`src/rtl/keypad_event_ctrl.sv`:
```
`default_nettype none
// ============================================================================
//  Module      : keypad_event_ctrl
//  Description : Turns the column-slot pulses of the keypad scan decoder into
//                debounced, one-per-press key events, with no auto-repeat.
//                The events are queued in a small valid/ready FIFO.
//  Revision    : 1.0  initial release
// ============================================================================
module keypad_event_ctrl #(
  parameter int FRAME_CYCLES    = 450_000,
  parameter int DEBOUNCE_CYCLES = 2_000_000,
  parameter int FIFO_DEPTH      = 4
) (
  input  logic                          clk_100MHz,
  input  logic                          reset,
  input  logic                          button_pressed,
  input  logic [3:0]                    dec_out,
  input  logic                          key_ready,
  output logic                          key_valid,
  output logic [3:0]                    key_code,
  output logic                          key_down,
  output logic [$clog2(FIFO_DEPTH):0]   fifo_count,
  output logic                          overflow
);

  localparam int HW = ($clog2(FRAME_CYCLES + 1) > 0) ? $clog2(FRAME_CYCLES + 1) : 1;
  localparam int DW = ($clog2(DEBOUNCE_CYCLES) > 0) ? $clog2(DEBOUNCE_CYCLES) : 1;
  localparam int AW = $clog2(FIFO_DEPTH);
  localparam int CW = AW + 1;

  localparam logic [HW-1:0] c_HOLD_LOAD = HW'(FRAME_CYCLES);
  localparam logic [DW-1:0] c_DEB_LAST  = DW'(DEBOUNCE_CYCLES - 1);
  localparam logic [CW-1:0] c_DEPTH     = CW'(FIFO_DEPTH);

  typedef enum logic [1:0] {
    c_IDLE     = 2'd0,
    c_DEBOUNCE = 2'd1,
    c_HELD     = 2'd2
  } state_t;

  state_t          r_state;
  state_t          w_state_nxt;
  logic [3:0]      r_cand;
  logic [3:0]      w_cand_nxt;
  logic [DW-1:0]   r_deb;
  logic [DW-1:0]   w_deb_nxt;
  logic [HW-1:0]   r_hold;
  logic            w_released;
  logic            w_push;
  logic            w_pop;
  logic            w_push_ok;

  logic [3:0]      r_mem [FIFO_DEPTH];
  logic [AW-1:0]   r_wr_ptr;
  logic [AW-1:0]   r_rd_ptr;
  logic [CW-1:0]   r_count;
  logic            r_overflow;

  // The hold window bridges the gaps between column slots of one scan frame.
  always_ff @(posedge clk_100MHz or posedge reset) begin
    if (reset) begin
      r_hold <= '0;
    end else if (button_pressed) begin
      r_hold <= c_HOLD_LOAD;
    end else if (r_hold != '0) begin
      r_hold <= r_hold - HW'(1);
    end
  end

  assign w_released = !button_pressed && (r_hold == '0);
  assign key_down   = button_pressed || (r_hold != '0);

  // Press-tracking state: current state, candidate code and debounce count.
  always_ff @(posedge clk_100MHz or posedge reset) begin
    if (reset) begin
      r_state <= c_IDLE;
      r_cand  <= '0;
      r_deb   <= '0;
    end else begin
      r_state <= w_state_nxt;
      r_cand  <= w_cand_nxt;
      r_deb   <= w_deb_nxt;
    end
  end

  // Next-state decode; inside DEBOUNCE a release beats a code change beats counting.
  always_comb begin
    w_state_nxt = r_state;
    w_cand_nxt  = r_cand;
    w_deb_nxt   = r_deb;
    w_push      = 1'b0;
    case (r_state)
      c_IDLE: begin
        if (button_pressed) begin
          w_cand_nxt  = dec_out;
          w_deb_nxt   = '0;
          w_state_nxt = c_DEBOUNCE;
        end
      end
      c_DEBOUNCE: begin
        if (w_released) begin
          w_state_nxt = c_IDLE;
        end else if (button_pressed && (dec_out != r_cand)) begin
          w_cand_nxt = dec_out;
          w_deb_nxt  = '0;
        end else if (r_deb == c_DEB_LAST) begin
          w_push      = 1'b1;
          w_state_nxt = c_HELD;
        end else begin
          w_deb_nxt = r_deb + DW'(1);
        end
      end
      c_HELD: begin
        if (w_released) begin
          w_state_nxt = c_IDLE;
        end else if (button_pressed && (dec_out != r_cand)) begin
          // Rollover to a new key without a release: debounce the new code.
          w_cand_nxt  = dec_out;
          w_deb_nxt   = '0;
          w_state_nxt = c_DEBOUNCE;
        end
      end
      default: begin
        w_state_nxt = c_IDLE;
      end
    endcase
  end

  // A push into a full queue still fits when the head leaves in the same cycle.
  assign w_pop     = (r_count != '0) && key_ready;
  assign w_push_ok = w_push && ((r_count < c_DEPTH) || w_pop);

  // Event queue storage, pointers, occupancy and the sticky drop flag.
  always_ff @(posedge clk_100MHz or posedge reset) begin
    if (reset) begin
      for (int i = 0; i < FIFO_DEPTH; i++) begin
        r_mem[i] <= '0;
      end
      r_wr_ptr   <= '0;
      r_rd_ptr   <= '0;
      r_count    <= '0;
      r_overflow <= 1'b0;
    end else begin
      if (w_push_ok) begin
        r_mem[r_wr_ptr] <= r_cand;
        r_wr_ptr        <= r_wr_ptr + AW'(1);
      end
      if (w_pop) begin
        r_rd_ptr <= r_rd_ptr + AW'(1);
      end
      if (w_push && !w_push_ok) begin
        r_overflow <= 1'b1;
      end
      if (w_push_ok && !w_pop) begin
        r_count <= r_count + CW'(1);
      end else if (!w_push_ok && w_pop) begin
        r_count <= r_count - CW'(1);
      end
    end
  end

  assign key_valid  = (r_count != '0);
  assign key_code   = r_mem[r_rd_ptr];
  assign fifo_count = r_count;
  assign overflow   = r_overflow;

endmodule
`default_nettype wire

```
`config.mk`:
```
export PLATFORM = sky130hd
export DESIGN_NAME = keypad_event_ctrl
export DESIGN_NICKNAME = d
export VERILOG_FILES = /design/src/rtl/keypad_event_ctrl.sv
export SDC_FILE = /design/constraint.sdc
export NUM_CORES = 1
export LEC_CHECK = 0
export CAP_MARGIN = 10
export CORE_MARGIN = 5
export CORE_UTILIZATION = 40
export CTS_CLUSTER_DIAMETER = 120
export DETAILED_ROUTE_END_ITERATION = 8
export PLACE_DENSITY = 0.59
export SLEW_MARGIN = 20
export SYNTH_ARGS = -nofsm -noshare
export SYNTH_HDL_FRONTEND = slang
export SYNTH_SLANG_ARGS = --single-unit
```
`constraint.sdc`:
```
create_clock -name clk_100MHz -period 3 [get_ports clk_100MHz]
set_input_delay 0.3 -clock clk_100MHz [delete_from_list [all_inputs] [get_ports clk_100MHz]]
set_output_delay 0.3 -clock clk_100MHz [all_outputs]
set_load 0.1 [all_outputs]
```
After elaboration in Yosys (flattened, before gate mapping)
Index checks and enable logic that the tools add are counted.

Bitwise logic cells: 2. Eq/ne operators: 14. Reduce and logical (&&, ||, !) cells: 25. Magnitude comparators: 4. Multiplexer cells: 32. $add $sub $neg: 6.

Operators with widths (number): two-way mux 21 bit (6); one-hot mux 21 bit (3 select lines) (1); two-way mux 19 bit (2); two-way mux 4 bit (6); adder 21 x 1 -> 21 bit (second input constant) (1); equality test 21 bit (second input constant) (1); logical NOT 19 bit (1); nonzero test 19 bit (1); subtractor 19 x 1 -> 19 bit (second input constant) (1); bitwise mux 16 bit (1); two-way mux 2 bit (6); inequality test 3 bit (second input constant) (4); inequality test 2 bit (second input constant) (5); binary-select mux 4 bit (select 2 bit) (1); demux 4 bit (select 2 bit) (1); logical AND 1 bit (8); one-hot mux 4 bit (2 select lines) (1); AND reduction 4 bit (2); greater-or-equal comparator 3 bit (second input constant) (2); two-way mux 3 bit (2); inverter 2 -> 3 bit (2); one-hot mux 2 bit (3 select lines) (1); AND reduction 6 bit (1); nonzero test 2 bit (3); 15 further kinds (23).

Logic and storage cells: 95. Bits of input ports: 8. Output and inout bits: 10. Register bits: 70.

Depth between registers and ports, before layout
Gate-level depths: netlist of the first run.

Depth in word-level cells: 10. Gate-level depth with buffers: 13. Gate-level depth less buffers: 13.

Worst setup path after synthesis of the first run
Ideal clock, no wire load.

Kind: reg-to-reg. Start point: reg r_cand[2]. End point: reg r_count[2], in the netlist fifo_count[2]. Data arrival time: 2.982 ns. Data required time: 2.838 ns. Path buffers: 1. Setup slack: -0.144 ns. Setup time: 0.162 ns. Cell stages (with the launch flop): 13. Clock period less this slack: 3.144 ns. Path through: dfrtp_1 -> xor2_1 -> o41ai_1 -> nand2_1 -> clkbuf_1 -> or3_1 -> nor2_1 -> ha_1 -> inv_1 -> fa_1 -> xor2_1 -> nor2_1 -> xor2_1.

Cells in the longest elaborated chain, start to end: 9. Elaborated cells on any way between the ends: 11. Those cells by class: eq/ne: 1; mux: 4; reduce/logical: 6.

Ends and longest elaborated chain: from (decl) (RTL line 43) `logic [3:0] r_cand;`; from (signal assigned) (RTL line 81) `r_cand <= w_cand_nxt;`; inequality test 4 bit * (RTL line 103) `end else if (button_pressed && (dec_out != r_cand)) begin`; logical AND 1 bit * (RTL line 103); two-way mux 1 bit * (RTL line 103); two-way mux 1 bit * (RTL line 101) `if (w_released) begin`; two-way mux 1 bit * (RTL line 92) `case (r_state)`; logical AND 1 bit * (RTL line 131) `assign w_push_ok = w_push && ((r_count < c_DEPTH) || w_pop);`; named net w_push_ok (RTL line 51) `logic w_push_ok;`; logical NOT 1 bit (RTL line 156) `end else if (!w_push_ok && w_pop) begin`; logical AND 1 bit (RTL line 156); nonzero test 2 bit (no source line); to (signal assigned) (RTL line 155) `r_count <= r_count + CW'(1);`; to (signal assigned) (RTL line 157) `r_count <= r_count - CW'(1);`; to (decl) (RTL line 56) `logic [CW-1:0] r_count;`.

The timed path passes the listed nets; every way through them passes the cells marked *. A chain may end at the register's enable or synchronous reset.

Worst setup path after layout of the first run
Start point: reg r_deb[8]. End point: reg r_count[2], in the netlist fifo_count[2].

Cells in the longest elaborated chain, start to end: 9. Elaborated cells on any way between the ends: 11. Those cells by class: eq/ne: 1; mux: 5; reduce/logical: 5.

Ends and longest elaborated chain: from (decl) (RTL line 45) `logic [DW-1:0] r_deb;`; from (signal assigned) (RTL line 82) `r_deb <= w_deb_nxt;`; equality test 21 bit * (RTL line 106) `end else if (r_deb == c_DEB_LAST) begin`; two-way mux 1 bit * (RTL line 106); two-way mux 1 bit * (RTL line 103); two-way mux 1 bit * (RTL line 101); two-way mux 1 bit * (RTL line 92); logical AND 1 bit * (RTL line 131); named net w_push_ok (RTL line 51); logical NOT 1 bit (RTL line 156); logical AND 1 bit (RTL line 156); nonzero test 2 bit (no source line).

Marked as above.

==> summary.txt, run 1 <==
Critical path
  – FF-to-FF Start: r_deb[8]
  – Required time of the critical path: 3.27 ns
  – Worst setup SP type: flop
  – R2R setup slack: 0.12 ns
  – Class of the most critical setup path: flop to flop
  – Setup crit end kind: flop
  – Worst EP arrival: 3.15 ns
  – Worst-path fanout max: 2
  – Reg2reg path depth: 11
  – Crit Reg-Reg Endpoint: fifo_count[2]

Synth
  – Async S/R FF share, synth: 1.00
  – Synthesis Warnings: 0
  – Post-Synthesis Cell Area: 3790 um2
  – Synthesized flop and latch total: 70
  – Mapped Nets: 391
  – Syn_area_per_cell: 10.2 um2
  – EDFF count, synth: 0
  – Top FF cell, synth: dfrtp_1
  – Seq/Total Area, Yosys: 0.462
  – Distinct cells, synth: 47
  – Synth Instances: 371

Power
  – Final total power: 2310 uW
  – Pwr dens: 499 nW/um2
  – Max VDD drop: 0.211 mV
  – Lkg Pwr: 0.00204 uW

STA
  – Least-Margin Pin Slew: 0.631 ns
  – Skew final: 0.0105 ns
  – Final setup vio count: 0
  – Final period utilization: 0.959
  – Setup_tns: 0 ns
  – Slew margin rel.: 0.579
  – RSZ-0062 raised after global routing: yes
  – Fin crit period: 2.88 ns
  – Hold_ws: 0.360 ns
  – Fmax achieved: 0.347 GHz
  – Hold Vio Cnt, Final: 0
  – Slew Limit Fails: 0

Clock network
  – CTS Buf Count: 9
  – CTS H-tree depth: 3
  – Hold_buf cts: 0
  – CTS clk-pin slew, worst paths: 0.08 ns
  – Root Buffer: clkbuf_8
  – Clock latency on the worst-skew pair: 0.34 ns
  – Max Root-Sink Buffers: 2
  – TritonCTS Sinks: 70
  – CTS tree: done

Floorplan
  – Die Y: 107 um
  – Initial Util: 0.410
  – Die W: 107 um
  – Die area: 11500 um2
  – Rows: 35
  – Core area: 9240 um2
  – I/O pins: 18

Placed design
  – Dpl cells: 537
  – Area of placed instances: 4330 um2
  – RD Place Congestion: 0.807
  – Count of input and output buffers: 17
  – HPWL after DPL: 5910 um

Layout
  – Layout cells sized above 1: 0.228
  – Fillers: 856
  – NumNets Final: 445
  – Antenna cells: 0
  – Post-route design area: 4620 um2
  – Layout area overhead: 22.0%
  – Finished Layout Cells: 559

Detailed routing
  – First-pass DRT Iterations: 4
  – Drt total wl: 8210 um
  – 1st-iter DRT viols: 146
  – Routed Antenna Nets: 0
  – Via count: 2941
  – WL/cell: 14.7 um
  – Drt drc: 0
  – Vias/cell: 5.26

Run status
  – Status: completed

Global routing
  – Vias in the first global route: 2860
  – Grt ovf: 0
  – Largest net degree at the start of global routing: 43
  – Total track usage: 0.151
  – First-pass GRT wire length: 14000 um
  – Initial antenna violation count: 0

Worst hold path
  – Hold Crit Class: primary input to asynchronous set/reset pin

Run
  – Max-Cap Viols: 0
stage by stage:
stage / setup slack (ns) / util
final: 0.122 / 0.500
after global routing: -0.0296 / 0.500
after CTS: 0.00289 / 0.496
after detailed placement: -0.148 / 0.468
after global placement: -0.111 / 0.468
after floorplan: 0.0528 / -
worst max-delay path by stage:
stage | end | slack (ns) | startpoint | cells past startpoint
4_1_cts | fifo_count[2] | 0.003 | r_deb[13] | 11
3_3_place_gp | fifo_count[2] | -0.11 | r_deb[13] | 11
5_1_grt | fifo_count[2] | -0.03 | r_cand[2] | 11
6_report | fifo_count[2] | 0.12 | r_deb[8] | 11
3_5_place_dp | fifo_count[2] | -0.15 | r_deb[13] | 11
2_1_floorplan | fifo_count[2] | 0.05 | fifo_count[0] | 8
flip-flops by register name, summed over array words and instances, names as in the netlist:
name and count:
r_deb 21, r_wr_ptr 2, fifo_count 3, overflow 1, r_hold 19, r_state 2
r_cand 4, r_mem 16, r_rd_ptr 2
area by class of cell:
| type | count | area, um2 | area share |
|---|---|---|---|
| clock buffers | 10 | 138 | 0.0298 |
| clock inverters | 6 | 61.3 | 0.0133 |
| inverters | 13 | 48.8 | 0.0106 |
| multi-input cells | 274 | 1980 | 0.428 |
| flip-flops and latches | 70 | 1750 | 0.379 |
| well taps | 129 | 161 | 0.0349 |
| repair buffers | 57 | 483 | 0.104 |
layer usage:
layer,part of all wire,global-route usage
met5,0,0
met4,0.012,0.0469
met3,0.032,0.0372
met2,0.48,0.243
met1,0.48,0.201
cells by family after synthesis:
logic type,Yosys count,share of synthesized area
adder cells (fa/ha/maj),12,0.0416
AO/OA/AOI/OAI,73,0.112
multiplexers,28,0.0944
flip-flops,70,0.462
XOR/XNOR,22,0.0508
buffers and inverters,27,0.0287
AND/OR/NAND/NOR,139,0.211
power breakdown:
| part | total, uW | internal (uW) | switching [uW] |
|---|---|---|---|
| Combinational | 478 | 208 | 270 |
| Clock | 768 | 404 | 364 |
| Sequential | 1060 | 995 | 66.2 |
| Total | 2310 | 1610 | 700 |
layout by cell type, fill, tap and decap left out, types with 6 or more instances in the layout:
cell type,instances
dfrtp_1,70
buf_4,47
o21ai_0,33
nor2_1,24
nand2_1,19
nor3_1,16
mux2_1,16
xnor2_1,13
a21oi_1,12
nand2b_1,11
inv_1,11
a31oi_1,11
nand4_1,10
ha_1,10
clkbuf_8,10
xor2_1,9
nand3_1,9
or4_1,7
nor4_1,7
clkdlybuf4s50_1,7
mux2_2,6
worst max-delay path, cell delays in order (launching register included):
cell	delay, ns
dfrtp_1	0.39
or4bb_4	0.57
nor4_4	0.30
nand2_1	0.12
or3_4	0.36
nor2_2	0.09
ha_2	0.19
inv_2	0.04
fa_2	0.34
xor2_1	0.14
nor2_1	0.13
xor2_1	0.14
cell usage after synthesis (3+ instances only):
| cell | number | area share |
|---|---|---|
| dfrtp_1 | 70 | 0.46 |
| or4_1 | 7 | 0.014 |
| nand3_1 | 9 | 0.012 |
| nor2_1 | 25 | 0.025 |
| inv_1 | 13 | 0.013 |
| nand2_4 | 4 | 0.012 |
| nand4b_1 | 3 | 0.0069 |
| mux2_2 | 6 | 0.018 |
| mux4_2 | 4 | 0.024 |
| ha_1 | 11 | 0.036 |
| o21ai_0 | 33 | 0.044 |
| nand2b_1 | 11 | 0.018 |
| and3_1 | 5 | 0.0083 |
| or3_1 | 7 | 0.012 |
| nand4_1 | 10 | 0.017 |
| a21oi_1 | 12 | 0.016 |
| o31ai_1 | 5 | 0.0099 |
| mux2_1 | 16 | 0.048 |
| nand2_1 | 19 | 0.019 |
| a21o_1 | 3 | 0.0059 |
| clkbuf_1 | 12 | 0.012 |
| a31oi_1 | 11 | 0.018 |
| nor3_1 | 16 | 0.021 |
| nor4_1 | 9 | 0.015 |
| xor2_1 | 9 | 0.021 |
| xnor2_1 | 13 | 0.030 |
what timing repair did:
action,4_1_cts,5_1_grt
gates resized for setup,6,4
setup endpoints to repair,3,2
setup buffers,2,4
pin swaps,2,5
(Power assumes the default switching activity.)
==> inputs of run 2 (changes only) <==
Settings changed: HOLD_SLACK_MARGIN set to 0.1.
==> results of run 2 <==
Same layout as run 1: the final DEF is identical, and so are final timing and power.
